### src/rtl/tmds_pkg.sv
`default_nettype none
`timescale 1ns/1ps
// ============================================================================
// Package     : tmds_pkg
// Description : Definitions shared by the TMDS encoder and decoder: the four
//               control-period tokens, the token-to-control-value mapping
//               and the decoder alignment state encoding.
// Revision    : 1.0 - initial release
// ============================================================================
package tmds_pkg;

    // Control-period characters, named by the {c1,c0} value they carry.
    localparam logic [9:0] c_tok_00 = 10'h354;
    localparam logic [9:0] c_tok_01 = 10'h0AB;
    localparam logic [9:0] c_tok_10 = 10'h154;
    localparam logic [9:0] c_tok_11 = 10'h2AB;

    // Word-alignment state of the decoder.
    typedef enum logic [1:0] {
        SEARCH = 2'd0,
        SLIP   = 2'd1,
        LOCKED = 2'd2
    } dec_state_t;

    // Returns {is_token, ctrl[1:0]}; ctrl is 2'b00 for non-token words.
    function automatic logic [2:0] f_token_to_ctrl(input logic [9:0] word);
        logic [2:0] res;
        case (word)
            c_tok_00: res = 3'b100;
            c_tok_01: res = 3'b101;
            c_tok_10: res = 3'b110;
            c_tok_11: res = 3'b111;
            default:  res = 3'b000;
        endcase
        return res;
    endfunction

endpackage : tmds_pkg
`default_nettype wire

### src/rtl/tmds_word_decode.sv
`default_nettype none
`timescale 1ns/1ps
// ============================================================================
// Module      : tmds_word_decode
// Description : Purely combinational classification and decode of a single
//               10-bit TMDS character.
// Ports       : tmds    - 10-bit character, bit 0 first on the wire
//               is_ctrl - 1 when the character is one of the four tokens
//               ctrl    - control value carried by a token (0 otherwise)
//               data    - video byte recovered from the character
// Revision    : 1.0 - initial release
// ============================================================================
module tmds_word_decode
    import tmds_pkg::*;
(
    input  logic [9:0] tmds,
    output logic       is_ctrl,
    output logic [1:0] ctrl,
    output logic [7:0] data
);

    logic [2:0] w_tok;
    logic [7:0] w_d;

    always_comb begin
        w_tok   = f_token_to_ctrl(tmds);
        is_ctrl = w_tok[2];
        ctrl    = w_tok[1:0];

        // Undo the optional inversion, then the XOR/XNOR chain selected by bit 8.
        w_d     = tmds[9] ? ~tmds[7:0] : tmds[7:0];
        data    = '0;
        data[0] = w_d[0];
        for (int i = 1; i < 8; i++) begin
            data[i] = tmds[8] ? (w_d[i] ^ w_d[i-1]) : ~(w_d[i] ^ w_d[i-1]);
        end
    end

endmodule : tmds_word_decode
`default_nettype wire

### src/rtl/tmds_decoder.sv
`default_nettype none
`timescale 1ns/1ps
// ============================================================================
// Module      : tmds_decoder
// Description : TMDS channel decoder. Registers the deserialized character,
//               hunts for a run of control tokens to acquire word alignment
//               (requesting single-bit slips when none is found), and once
//               locked outputs video data / control values two cycles after
//               the character is presented.
// Ports       : clk_in            - pixel clock, one character per cycle
//               rst_in            - asynchronous active-high reset
//               tmds_in           - parallel TMDS character
//               data_out          - decoded video byte
//               control_out       - decoded control value
//               ve_out            - 1 = video period, 0 = control period
//               locked_out        - word alignment acquired
//               bitslip_out       - one-cycle slip request to deserializer
//               disparity_err_out - sticky running-disparity violation
// Config      : DISPARITY_CHECK_EN - build the running-disparity monitor;
//               when undefined disparity_err_out is tied low.
// Revision    : 1.0 - initial release
// ============================================================================
module tmds_decoder
    import tmds_pkg::*;
#(
    parameter int CTRL_RUN      = 8,
    parameter int SEARCH_WINDOW = 2048,
    parameter int SLIP_WAIT     = 16,
    parameter int LOSS_TIMEOUT  = 8192
) (
    input  logic       clk_in,
    input  logic       rst_in,
    input  logic [9:0] tmds_in,
    output logic [7:0] data_out,
    output logic [1:0] control_out,
    output logic       ve_out,
    output logic       locked_out,
    output logic       bitslip_out,
    output logic       disparity_err_out
);

    localparam int c_run_w  = $clog2(CTRL_RUN) + 1;
    localparam int c_word_w = $clog2(SEARCH_WINDOW) + 1;
    localparam int c_slip_w = $clog2(SLIP_WAIT) + 1;
    localparam int c_tout_w = $clog2(LOSS_TIMEOUT) + 1;

    localparam logic [c_run_w-1:0]  c_run_last  = c_run_w'(CTRL_RUN - 1);
    localparam logic [c_word_w-1:0] c_word_last = c_word_w'(SEARCH_WINDOW - 1);
    localparam logic [c_slip_w-1:0] c_slip_last = c_slip_w'(SLIP_WAIT - 1);
    localparam logic [c_tout_w-1:0] c_tout_last = c_tout_w'(LOSS_TIMEOUT - 1);

    logic [9:0]          r_tmds;
    dec_state_t          r_state;
    logic [c_word_w-1:0] r_word_cnt;
    logic [c_run_w-1:0]  r_run_cnt;
    logic [c_slip_w-1:0] r_slip_cnt;
    logic [c_tout_w-1:0] r_tout_cnt;

    logic       w_is_ctrl;
    logic [1:0] w_ctrl;
    logic [7:0] w_data;
    logic       w_lock_now;
    logic       w_loss_now;

    tmds_word_decode u_word_decode (
        .tmds    (r_tmds),
        .is_ctrl (w_is_ctrl),
        .ctrl    (w_ctrl),
        .data    (w_data)
    );

    // The token that completes the run is itself the first locked output.
    assign w_lock_now = (r_state == SEARCH) && w_is_ctrl && (r_run_cnt == c_run_last);
    // The video word that exhausts the timeout is dropped, not output.
    assign w_loss_now = (r_state == LOCKED) && !w_is_ctrl && (r_tout_cnt == c_tout_last);

    always_ff @(posedge clk_in or posedge rst_in) begin
        if (rst_in) begin
            r_tmds      <= '0;
            r_state     <= SEARCH;
            r_word_cnt  <= '0;
            r_run_cnt   <= '0;
            r_slip_cnt  <= '0;
            r_tout_cnt  <= '0;
            data_out    <= '0;
            control_out <= '0;
            ve_out      <= 1'b0;
            locked_out  <= 1'b0;
            bitslip_out <= 1'b0;
        end else begin
            r_tmds      <= tmds_in;
            bitslip_out <= 1'b0;
            case (r_state)
                SEARCH: begin
                    if (w_lock_now) begin
                        r_state     <= LOCKED;
                        r_word_cnt  <= '0;
                        r_run_cnt   <= '0;
                        r_tout_cnt  <= '0;
                        locked_out  <= 1'b1;
                        ve_out      <= 1'b0;
                        control_out <= w_ctrl;
                    end else if (r_word_cnt == c_word_last) begin
                        r_state     <= SLIP;
                        r_word_cnt  <= '0;
                        r_run_cnt   <= '0;
                        r_slip_cnt  <= '0;
                        bitslip_out <= 1'b1;
                    end else begin
                        r_word_cnt <= r_word_cnt + 1'b1;
                        r_run_cnt  <= w_is_ctrl ? r_run_cnt + 1'b1 : '0;
                    end
                end
                SLIP: begin
                    // Words arriving while the deserializer re-aligns are ignored.
                    if (r_slip_cnt == c_slip_last) begin
                        r_state    <= SEARCH;
                        r_slip_cnt <= '0;
                        r_word_cnt <= '0;
                        r_run_cnt  <= '0;
                    end else begin
                        r_slip_cnt <= r_slip_cnt + 1'b1;
                    end
                end
                LOCKED: begin
                    if (w_is_ctrl) begin
                        r_tout_cnt  <= '0;
                        ve_out      <= 1'b0;
                        control_out <= w_ctrl;
                    end else if (w_loss_now) begin
                        r_state     <= SEARCH;
                        r_tout_cnt  <= '0;
                        r_word_cnt  <= '0;
                        r_run_cnt   <= '0;
                        locked_out  <= 1'b0;
                        ve_out      <= 1'b0;
                        data_out    <= '0;
                        control_out <= '0;
                    end else begin
                        r_tout_cnt <= r_tout_cnt + 1'b1;
                        ve_out     <= 1'b1;
                        data_out   <= w_data;
                    end
                end
                default: r_state <= SEARCH;
            endcase
        end
    end

`ifdef DISPARITY_CHECK_EN
    logic signed [6:0] r_disp_sum;
    logic        [3:0] w_ones;
    logic signed [7:0] w_disp_delta;
    logic signed [7:0] w_disp_raw;
    logic signed [7:0] w_disp_sat;

    always_comb begin
        w_ones = '0;
        for (int i = 0; i < 10; i++) begin
            w_ones = w_ones + 4'(r_tmds[i]);
        end
        // 2*ones - 10: excess of ones over zeros in this character.
        w_disp_delta = $signed({3'b000, w_ones, 1'b0}) - 8'sd10;
        w_disp_raw   = $signed({r_disp_sum[6], r_disp_sum}) + w_disp_delta;
        if (w_disp_raw > 8'sd63) begin
            w_disp_sat = 8'sd63;
        end else if (w_disp_raw < -8'sd63) begin
            w_disp_sat = -8'sd63;
        end else begin
            w_disp_sat = w_disp_raw;
        end
    end

    always_ff @(posedge clk_in or posedge rst_in) begin
        if (rst_in) begin
            r_disp_sum        <= '0;
            disparity_err_out <= 1'b0;
        end else if (w_lock_now || w_loss_now) begin
            r_disp_sum        <= '0;
            disparity_err_out <= 1'b0;
        end else if ((r_state == LOCKED) && !w_is_ctrl) begin
            r_disp_sum <= w_disp_sat[6:0];
            if ((w_disp_sat > 8'sd20) || (w_disp_sat < -8'sd20)) begin
                disparity_err_out <= 1'b1;
            end
        end
    end
`else
    assign disparity_err_out = 1'b0;
`endif

endmodule : tmds_decoder
`default_nettype wire

### config.mk
export PLATFORM = sky130hd
export DESIGN_NAME = tmds_decoder
export DESIGN_NICKNAME = d
export VERILOG_FILES = /design/src/rtl/tmds_pkg.sv /design/src/rtl/tmds_word_decode.sv /design/src/rtl/tmds_decoder.sv
export SDC_FILE = /design/constraint.sdc
export NUM_CORES = 1
export LEC_CHECK = 0
export CAP_MARGIN = 20
export CORE_MARGIN = 3
export CORE_UTILIZATION = 55
export CTS_BUF_LIST = sky130_fd_sc_hd__clkbuf_16
export CTS_CLUSTER_DIAMETER = 200
export DETAILED_ROUTE_END_ITERATION = 16
export PLACE_DENSITY = 0.76
export SYNTH_ARGS = -nofsm -noshare
export SYNTH_HDL_FRONTEND = slang
export SYNTH_HIERARCHICAL = 1
export SYNTH_SLANG_ARGS = --single-unit
export TNS_END_PERCENT = 10
### constraint.sdc
create_clock -name clk_in -period 3.07 [get_ports clk_in]
set_input_delay 0.614 -clock clk_in [delete_from_list [all_inputs] [get_ports clk_in]]
set_output_delay 0.614 -clock clk_in [all_outputs]
set_load 0.01 [all_outputs]
==> results.txt <==
----------------------------------------------------
[Logic synthesis]
  Cells after synthesis ... 312
  Number of synthesized flops with an enable pin ... 0
  Syn Nets ... 332
  Seq cells post-synth ... 60
  Number of unique standard cell types used by synthesis ... 54
  Most frequently used flop master after synthesis ... dfrtp_1
  Share of synthesized registers carrying an async set or reset ... 100%
  Sequential cell area fraction in the yosys report ... 48.2%
  Avg Inst Size Synth ... 9.99 µm²
  Post-Synthesis Cell Area ... 3120 µm²
  Ys Warns ... 6

[Detailed routing]
  Iteration-0 DRC Markers ... 168
  Wire length after detailed routing ... 6.60 mm
  Residual antenna-violating net count after detailed routing ... 0
  Routed length on met2 ... 3.35 mm
  Routed metal-1 wire length ... 2.94 mm
  Met3 wire length ... 254 µm
  Wire length per cell after detailed routing ... 15.7 µm
  Average vias per placed instance ... 5.88
  Pre-Repair DR Iteration Count ... 4
  Top layer used by detailed routing ... met4
  Total via count after detailed routing ... 2475
  DRC violation count after routing ... 0

[Critical path]
  Reg-to-reg critical path startpoint ... r_tmds[8]
  First element of the critical path ... r_tmds[8]
  Critical Path Source Type ... flop
  Nature of the critical path endpoint ... flop
  Arrival time reported for the critical path endpoint ... 2.95 ns
  Endpoint required time on the critical path ... 3.27 ns
  Depth of the most critical reg-to-reg path ... 10
  Reg2Reg Capture Point ... r_slip_cnt[0]
  Worst Setup EP ... r_slip_cnt[0]
  Register-to-register setup slack ... 0.32 ns
  Worst-path fanout max ... 6
  Worst Setup Path Type ... flop to flop

[Clock tree]
  Buffer depth of the longest clock path ... 2
  TritonCTS clock tree ... yes
  Number of buffers inserted by post-CTS setup repair ... 0
  H-tree lvl count ... 3
  CTS root buf ... clkbuf_16
  Total clock buffers created by CTS ... 9
  TritonCTS sink count ... 60
  Clk_lat worst skew ... 0.32 ns
  CTS clock-pin slew for the worst setup and hold paths ... 0.05 ns

[STA]
  Post-route worst hold slack ... 0.479 ns
  Share of the clock period used by the worst path ... 89.5%
  Final hold vios ... 0
  Final critical-path required period ... 2.75 ns
  Count of final max-slew check failures ... 0
  RSZ-0062 raised after global routing ... false
  Setup TNS ... 0 ns
  Worst relative slew slack ... 47.6%
  Number of failing setup endpoints in the final timing report ... 0
  Fmax achieved ... 364 MHz
  Worst Clk Skew ... 0.00797 ns
  Transition time at the pin with the least slew margin ... 0.778 ns

[Min path]
  Hold Path Class ... flop to flop

[Power]
  Power Dens Cells ... 501 nW/µm²
  Final Power ... 1.90 mW
  Maximum vdd ir drop ... 0.000350 V
  Leakage dissipation ... 1.64 nW

[Floorplan]
  Top-level I/O count ... 26
  Initial core utilization ... 58.8%
  Site row count ... 26
  Core area ... 5300 µm²
  Die width ... 81.3 µm
  Die outline area ... 6610 µm²
  Vert. Die Dim ... 81.3 µm

[Global route]
  Maximum number of pins on one net before global-route repair ... 25
  Vias in the first global route ... 2341
  Global-route wire length before repair ... 11.2 mm
  Antenna violations before repair ... 0
  Residual overflow from global routing ... 0
  Global router's overall resource usage ... 22.2%

[Status]
  Run status ... complete, no violations

[Place]
  Detailed placer's ending HPWL ... 4.66 mm
  Routability congestion estimate from global placement ... 0.861
  Port Buffer Count ... 24

[Cells and area]
  Inserted Diodes ... 0
  Final design utilization ... 71.4%
  Count of nets after finishing ... 367
  Ratio of cells with drive above 1 in the final layout ... 11.7%
  Commonest cells after routing, fill and taps aside ... dfrtp_1, o21ai_0, nand2_1, clkdlybuf4s50_1, nor2_1
  Area growth from synthesis to final layout ... 21.5%
  Most common cell after layout, fill and taps aside ... dfrtp_1

[Job]
  # Max-Cap Violations ... 0

----------------------------------------------------
[area by class of cell]
class                      count  area, µm²
timing repair buffer          36        330
inverter                      14       52.6
clock inverter                 6       80.1
fill                         361       1520
clock buffer                   9        225
tap                           70       87.6
multi-input combinational    226       1510
sequential                    60       1500
[repair_timing]
action | 4_1_cts | 5_1_grt
hold buffers | 0 | 0
setup endpoints to repair | 0 | 1
resized for setup | 0 | 1
[worst max-delay path: stages (launching register included)]
cell	delay, ns
dfrtp_1	0.47
nor4b_1	0.35
nand3b_1	0.18
o22ai_1	0.18
buf_4	0.17
and4b_1	0.32
nor4_1	0.09
buf_4	0.16
and2_1	0.17
a21oi_1	0.17
mux2_2	0.35
[registers in the layout (all words and copies together) (netlist names)]
signal,count
r_word_cnt,12
r_state,2
r_slip_cnt,5
data_out,8
control_out,2
locked_out,1
r_run_cnt,4
ve_out,1
r_tout_cnt,14
bitslip_out,1
r_tmds,10
[cells in the mapped netlist (4+ instances only)]
library cell / count / area [µm²]
xnor2_1: 7 / 61.3
a22o_1: 8 / 70.1
mux2i_1: 4 / 40.0
a31oi_1: 6 / 37.5
clkbuf_1: 10 / 37.5
o22ai_1: 4 / 25.0
nand2b_1: 7 / 43.8
dfrtp_1: 60 / 1500
ha_1: 8 / 100
nand4_1: 5 / 31.3
nor3_1: 7 / 35.0
o21ai_0: 30 / 150
inv_1: 14 / 52.6
nand3_1: 12 / 60.1
xor2_1: 7 / 61.3
and3_1: 6 / 37.5
nor3b_1: 4 / 30.0
o31ai_1: 8 / 60.1
nor2_1: 20 / 75.1
nand2_1: 28 / 105
a21oi_1: 11 / 55.1
[kinds of logic after synthesis]
family,share of synthesized area (%)
AND/OR/NAND/NOR,20.2
XOR/XNOR,3.93
adder cells (fa/ha/maj),3.21
AO/OA/AOI/OAI,18.9
flip-flops,48.2
multiplexers,2.01
buffers and inverters,3.49
other,0.120
[routing by layer]
metal	GRT usage [%]	vias up
li1	-	1209
met1	28.6	1190
met2	36.2	71
met3	4.99	5
met4	8.61	0
met5	0	-
[metrics by stage]
stage / std cells / setup slack (ns) / instance area [µm²]
after floorplan: 312 / 0.563 / 3120
after global placement: 405 / 0.416 / 3470
after detailed placement: 405 / 0.336 / 3470
after CTS: 420 / 0.292 / 3780
after global routing: 421 / 0.164 / 3790
final: 421 / 0.323 / 3790
[power by group]
group	switching, mW	total [mW]	internal [mW]
clock network	0.338	1.03	0.697
logic	0.0269	0.0548	0.0280
registers	0.00949	0.808	0.799
[worst min path at each step]
stage	startpoint	end	slack, ns	cells after the start
detailed placement	ve_out	ve_out	0.47	2
CTS	ve_out	ve_out	0.49	2
global route	data_out[5]	data_out[5]	0.51	1
floorplan	r_tout_cnt[12]	r_tout_cnt[12]	0.45	1
global placement	ve_out	ve_out	0.48	2
finish	ve_out	ve_out	0.48	2
No activity file was read; power rests on OpenSTA's default activity.
